**config.mk**
```make
export PLATFORM = sky130hd
export DESIGN_NAME = seq_det_pattern_flat
export DESIGN_NICKNAME = d
export VERILOG_FILES = /design/src/rtl/seq_det_pkg.sv /design/src/rtl/seq_det_pattern_if.sv /design/src/rtl/seq_det_hit_cnt.sv /design/src/rtl/seq_det_pattern.sv /design/src/flat_wrapper.sv
export SDC_FILE = /design/constraint.sdc
export NUM_CORES = 1
export LEC_CHECK = 0
export CAP_MARGIN = 20
export CORE_MARGIN = 3
export CORE_UTILIZATION = 48
export CTS_BUF_LIST = sky130_fd_sc_hd__clkbuf_8
export DETAILED_ROUTE_END_ITERATION = 10
export GPL_TIMING_DRIVEN = 0
export PLACE_DENSITY = 0.95
export SETUP_SLACK_MARGIN = 0.02
export SLEW_MARGIN = 20
export SYNTH_ARGS = -nofsm -noshare
export SYNTH_HDL_FRONTEND = slang
export SYNTH_SLANG_ARGS = --single-unit
```
**constraint.sdc**
```tcl
create_clock -name clk -period 5.45 [get_ports clk]
set_clock_uncertainty 0.2 [all_clocks]
set_input_delay 1.635 -clock clk [delete_from_list [all_inputs] [get_ports clk]]
set_output_delay 1.635 -clock clk [all_outputs]
set_load 0.02 [all_outputs]
```
**src/rtl/seq_det_pkg.sv**
```systemverilog
// rtl/seq_det_pkg.sv - shared defaults, fill state encoding and width helper for seq_det_pattern
package seq_det_pkg;

    localparam int PAT_W_DEF = 4;
    localparam int CNT_W_DEF = 8;

    // 11x1 detector: bit 1 of the pattern is a don't-care
    localparam logic [3:0] PAT_INIT_11X1  = 4'b1101;
    localparam logic [3:0] MASK_INIT_11X1 = 4'b1101;

    localparam logic FILLING = 1'b0;
    localparam logic ARMED   = 1'b1;

    function automatic int fill_w(input int pat_w);
        return (pat_w <= 2) ? 1 : $clog2(pat_w);
    endfunction

endpackage

```
**src/rtl/seq_det_pattern_if.sv**
```systemverilog
// rtl/seq_det_pattern_if.sv - serial sample, pattern load and hit count signals of seq_det_pattern
interface seq_det_pattern_if #(
    parameter int PAT_W = seq_det_pkg::PAT_W_DEF,
    parameter int CNT_W = seq_det_pkg::CNT_W_DEF
);
    logic             i_valid;
    logic             i_seq;
    logic             i_load;
    logic [PAT_W-1:0] i_pattern;
    logic [PAT_W-1:0] i_mask;
    logic             i_overlap;
    logic             i_clr_cnt;
    logic             o_seq_detect;
    logic [CNT_W-1:0] o_hit_count;

    modport master (
        output i_valid, i_seq, i_load, i_pattern, i_mask, i_overlap, i_clr_cnt,
        input  o_seq_detect, o_hit_count
    );

    modport slave (
        input  i_valid, i_seq, i_load, i_pattern, i_mask, i_overlap, i_clr_cnt,
        output o_seq_detect, o_hit_count
    );
endinterface

```
**src/rtl/seq_det_hit_cnt.sv**
```systemverilog
// rtl/seq_det_hit_cnt.sv - saturating hit counter, clear has priority over increment
module seq_det_hit_cnt #(
    parameter int CNT_W = 8
) (
    input  logic             clk,
    input  logic             rst,
    input  logic             clr,
    input  logic             inc,
    output logic [CNT_W-1:0] count
);

    always_ff @(posedge clk) begin
        if (rst || clr) begin
            count <= '0;
        end else if (inc && (count != {CNT_W{1'b1}})) begin
            count <= count + 1'b1;
        end
    end

endmodule

```
**src/rtl/seq_det_pattern.sv**
```systemverilog
// rtl/seq_det_pattern.sv - programmable Mealy pattern detector with masking; SEQ_DET_HIT_CNT_EN adds a hit counter
module seq_det_pattern
    import seq_det_pkg::*;
#(
    parameter int             PAT_W     = PAT_W_DEF,
    parameter int             CNT_W     = CNT_W_DEF,
    parameter logic [PAT_W-1:0] PAT_INIT  = PAT_W'(PAT_INIT_11X1),
    parameter logic [PAT_W-1:0] MASK_INIT = PAT_W'(MASK_INIT_11X1)
) (
    input  logic              clk,
    input  logic              rst,
    seq_det_pattern_if.slave  bus
);

    localparam int               FILL_W   = fill_w(PAT_W);
    localparam logic [FILL_W-1:0] FILL_MAX = FILL_W'(PAT_W - 1);

    logic [PAT_W-2:0]  hist;
    logic [FILL_W-1:0] fill;
    logic [PAT_W-1:0]  pat_r;
    logic [PAT_W-1:0]  mask_r;
    logic              fill_state;
    logic [PAT_W-1:0]  win;
    logic              detect;

    always_comb begin
        fill_state = (fill == FILL_MAX) ? ARMED : FILLING;
        win        = {hist, bus.i_seq};
        detect     = bus.i_valid & (fill_state == ARMED) & ~bus.i_load &
                     (((win ^ pat_r) & mask_r) == '0);
    end

    assign bus.o_seq_detect = detect;

    // A load discards the sample of its cycle, so hist is left untouched then
    always_ff @(posedge clk) begin
        if (rst) begin
            hist   <= '0;
            fill   <= '0;
            pat_r  <= PAT_INIT;
            mask_r <= MASK_INIT;
        end else if (bus.i_load) begin
            pat_r  <= bus.i_pattern;
            mask_r <= bus.i_mask;
            fill   <= '0;
        end else if (bus.i_valid) begin
            hist <= win[PAT_W-2:0];
            if (detect && !bus.i_overlap) begin
                fill <= '0;
            end else if (fill_state == FILLING) begin
                fill <= fill + 1'b1;
            end
        end
    end

`ifdef SEQ_DET_HIT_CNT_EN
    seq_det_hit_cnt #(
        .CNT_W (CNT_W)
    ) u_hit_cnt (
        .clk   (clk),
        .rst   (rst),
        .clr   (bus.i_clr_cnt),
        .inc   (detect),
        .count (bus.o_hit_count)
    );
`else
    logic unused_clr_cnt;
    assign unused_clr_cnt  = bus.i_clr_cnt;
    assign bus.o_hit_count = '0;
`endif

endmodule

```
**src/flat_wrapper.sv**
```systemverilog
// flat-port wrapper written by rule: the top's interface ports become plain ports
module seq_det_pattern_flat import seq_det_pkg::*;
#(
    parameter int             PAT_W     = PAT_W_DEF,
    parameter int             CNT_W     = CNT_W_DEF,
    parameter logic [PAT_W-1:0] PAT_INIT  = PAT_W'(PAT_INIT_11X1),
    parameter logic [PAT_W-1:0] MASK_INIT = PAT_W'(MASK_INIT_11X1)
)
  (clk, rst, bus_i_valid, bus_i_seq, bus_i_load, bus_i_pattern, bus_i_mask, bus_i_overlap, bus_i_clr_cnt, bus_o_seq_detect, bus_o_hit_count);
  seq_det_pattern_if #(.PAT_W(PAT_W), .CNT_W(CNT_W)) bus_i ();
  input  logic clk;
  input  logic rst;
  input wire logic [$bits(bus_i.i_valid)-1:0] bus_i_valid;
  input wire logic [$bits(bus_i.i_seq)-1:0] bus_i_seq;
  input wire logic [$bits(bus_i.i_load)-1:0] bus_i_load;
  input wire logic [$bits(bus_i.i_pattern)-1:0] bus_i_pattern;
  input wire logic [$bits(bus_i.i_mask)-1:0] bus_i_mask;
  input wire logic [$bits(bus_i.i_overlap)-1:0] bus_i_overlap;
  input wire logic [$bits(bus_i.i_clr_cnt)-1:0] bus_i_clr_cnt;
  output wire logic [$bits(bus_i.o_seq_detect)-1:0] bus_o_seq_detect;
  output wire logic [$bits(bus_i.o_hit_count)-1:0] bus_o_hit_count;
  assign bus_i.i_valid = bus_i_valid;
  assign bus_i.i_seq = bus_i_seq;
  assign bus_i.i_load = bus_i_load;
  assign bus_i.i_pattern = bus_i_pattern;
  assign bus_i.i_mask = bus_i_mask;
  assign bus_i.i_overlap = bus_i_overlap;
  assign bus_i.i_clr_cnt = bus_i_clr_cnt;
  assign bus_o_seq_detect = bus_i.o_seq_detect;
  assign bus_o_hit_count = bus_i.o_hit_count;
  seq_det_pattern #(.PAT_W(PAT_W), .CNT_W(CNT_W), .PAT_INIT(PAT_INIT), .MASK_INIT(MASK_INIT)) u_core (.clk(clk), .rst(rst), .bus(bus_i));
endmodule
```
==> metrics.txt, run 1 <==
status finished, final reports clean; Die Height 42.8 um; die footprint 1830 um^2; RSZ-0062 raised after global routing no; Clock Latency Late Sink roughly 240 ps; critical path arrival 3130 ps; Critical Path Fanout Max 2; initial DRC count 14; Crit. End Element primary output; sequential element share of the synthesized area roughly 40%; H-tree levels 1; CP required ~3600 ps; pin count of the biggest net entering global routing 11; RePlAce Congestion between 0.7 and 0.8; area share of the largest cell type after synthesis 40.1%; Logic pwr share around 18%; FP Rows 12; initial core utilization a little over half; CTS tree built; final worst slack between 400 and 500 ps; # IOs 24; Cell Int Power 0.000173 W; max-cap violations 0; routed length per instance approximately 12 um; synth warn 0; top cells by count, synth dfxtp_1, buf_4, nor2b_1, a211o_1, nor2_1; initial antenna violation count 0; TNS Setup 0 ps; Post-synth EDFFs 0; CTS Buf Count 3; fraction of registers with async set/reset 0%; first-pass GRT wire length roughly 2200 um; Crit. Startpoint bus_i_seq; Tot GR Track Use about 16%; DR pass1 iterations 4; Pleak 0.419 nW; clock tree buffer depth 2; FF+latch count, synth 13; Clk pwr share 37.2%; Seq pwr share between 40% and 50%; synth unique cells 20; reg2reg start u_core.hist[2]; Worst VDD drop 0.000168 V; synthesis-to-layout area growth 38.2%; layout cells sized above 1 15.6%; total wire length after detailed routing about 1400 um; Max Clk Rate around 200 MHz; antenna cells 0; aggregate global routing overflow 0; syn_area_per_cell between 9 and 10 um^2; vias in the first global route between 500 and 600; PortBufs 14; P_sw around 0.000056 W; top cells by area, synth dfxtp_1, buf_4, a211o_1; cts hold-fix bufs 0; core area around 1200 um^2; Switching Share 24.4%; PwrDens about 260 nW/um^2; Vias 560; Mapped Area roughly 650 um^2; final design utilization between 70% and 80%; Post-route DRC 0; # setup viols final 0; vias per cell around 5.1; fin crit share 91.0%; NumNets Final roughly 110; die width 42.8 um; Slew Viols, Final 0; power consumption roughly 0.00023 W; Clock Sink Count 13; endpoints failing hold 0; Syn Inst Count 69; post-route ant nets 0; Synth area leader dfxtp_1; nature of the critical path startpoint input pin; top_reg_cell synth dfxtp_1; CTS clk-pin slew, worst paths around 60 ps; clk root buf clkbuf_8; pre-CTS setup slack 57.7 ps; Filler Cell Count between 90 and 100; HPWL Detailed 942 um; Hold Path Origin u_core.pat_r[1]; count leader, synth dfxtp_1; Tmin final 4960 ps; Min-Delay Path Class flip-flop to flip-flop; Crit Path Category input pin to primary output
-- worst max-delay path: stages --
cell	delay, ps
clkdlybuf4s50_1	440
xor2_1	180
a222oi_1	390
and4_2	270
dlymetal6s2s_1	220
-- metrics by stage --
stage	cell area (um^2)	cells	hold slack, ps
final	897	110	335
after global routing	897	110	366
after CTS	887	109	335
after detailed placement	833	104	306
after global placement	833	104	283
after floorplan	676	76	261
-- sequential cells by signal, indices dropped and copies added (netlist names) --
| name | flops |
|---|---|
| u_core.pat_r | 4 |
| u_core.fill | 2 |
| u_core.mask_r | 4 |
| u_core.hist | 3 |
-- repair_timing --
| item | CTS | global route |
|---|---|---|
| gates resized for setup | 0 | 1 |
| setup endpoints to repair | 1 | 1 |
| pin swaps | 1 | 1 |
| buffers inserted | 1 | 1 |
| gates cloned | 0 | 0 |
-- layer usage --
| metal | GRT usage, % | routed length (um) |
|---|---|---|
| met5 | 0 | 0 |
| met3 | 3.81 | 97 |
| met2 | 31.4 | 722 |
| met1 | 16.2 | 528 |
| met4 | 7.45 | 6 |
-- logic make-up (layout without fill, tap and decap cells) --
logic type | count (synthesis) | in the layout | share of synthesized area, %
buffers and inverters | 11 | 31 | 11.0
AND/OR/NAND/NOR | 21 | 21 | 17.9
XOR/XNOR | 4 | 4 | 5.39
multiplexers | 5 | 5 | 7.71
adder cells (fa/ha/maj) | 1 | 1 | 1.93
other | 1 | 8 | 0.577
flip-flops | 13 | 13 | 40.1
AO/OA/AOI/OAI | 13 | 13 | 15.4
-- cell usage in the layout (no fill, tap or decap) --
master	Yosys	routed
ha_1	1	1
clkbuf_8	0	3
nor3b_1	1	1
nor2_1	6	6
nor2b_1	8	8
xor2_1	4	4
conb_1	1	8
a21oi_1	3	3
buf_4	8	10
clkbuf_1	2	2
o21a_1	1	1
dlymetal6s2s_1	0	1
and4_2	1	1
a222oi_1	1	1
clkinv_2	0	1
mux2i_1	5	5
o22ai_1	1	1
clkdlybuf4s50_1	0	13
nand4bb_1	1	1
o31a_1	1	1
dfxtp_1	13	13
nand2_1	4	4
a211o_1	6	6
inv_1	1	1
-- power groups by stage --
stage	clock network [W]	registers (W)	logic, W
floorplan	0	0.000105	0.0000236
global placement	0	0.000105	0.0000360
detailed placement	0	0.000105	0.0000369
CTS	0.0000862	0.000104	0.0000390
global route	0.0000899	0.000104	0.0000437
finish	0.0000853	0.000104	0.0000404
-- worst paths after layout --
check / end / slack (ps) / depth (start not counted)
setup / recovery: bus_o_seq_detect / 490 / 5
hold / removal: u_core.pat_r[1] / 340 / 2
setup reg to reg: u_core.fill[0] / 3600 / 6
hold reg to reg: u_core.pat_r[1] / 340 / 2
-- area by class of cell --
class,instances,area (um^2),area share (%)
plain buffers,10,67.6,7.53
clock buffers,3,41.3,4.60
clock inverters,1,5.00,0.558
inverters,1,3.75,0.418
multi-input cells,52,344,38.4
flip-flops and latches,13,260,29.0
well taps,14,17.5,1.95
repair buffers,16,158,17.6
No activity file was read; power rests on OpenSTA's default activity.
==> inputs of run 2 (changes only) <==
--- a/config.mk
+++ b/config.mk
@@ -9,6 +9,7 @@
 export CORE_MARGIN = 3
 export CORE_UTILIZATION = 48
 export CTS_BUF_LIST = sky130_fd_sc_hd__clkbuf_8
+export CTS_CLUSTER_SIZE = 24
 export DETAILED_ROUTE_END_ITERATION = 10
 export GPL_TIMING_DRIVEN = 0
 export PLACE_DENSITY = 0.95
@@ -17,3 +18,4 @@
 export SYNTH_ARGS = -nofsm -noshare
 export SYNTH_HDL_FRONTEND = slang
 export SYNTH_SLANG_ARGS = --single-unit
+export TNS_END_PERCENT = 1
==> results of run 2 <==
No change in the layout: final DEF, timing and power equal those of run 1.
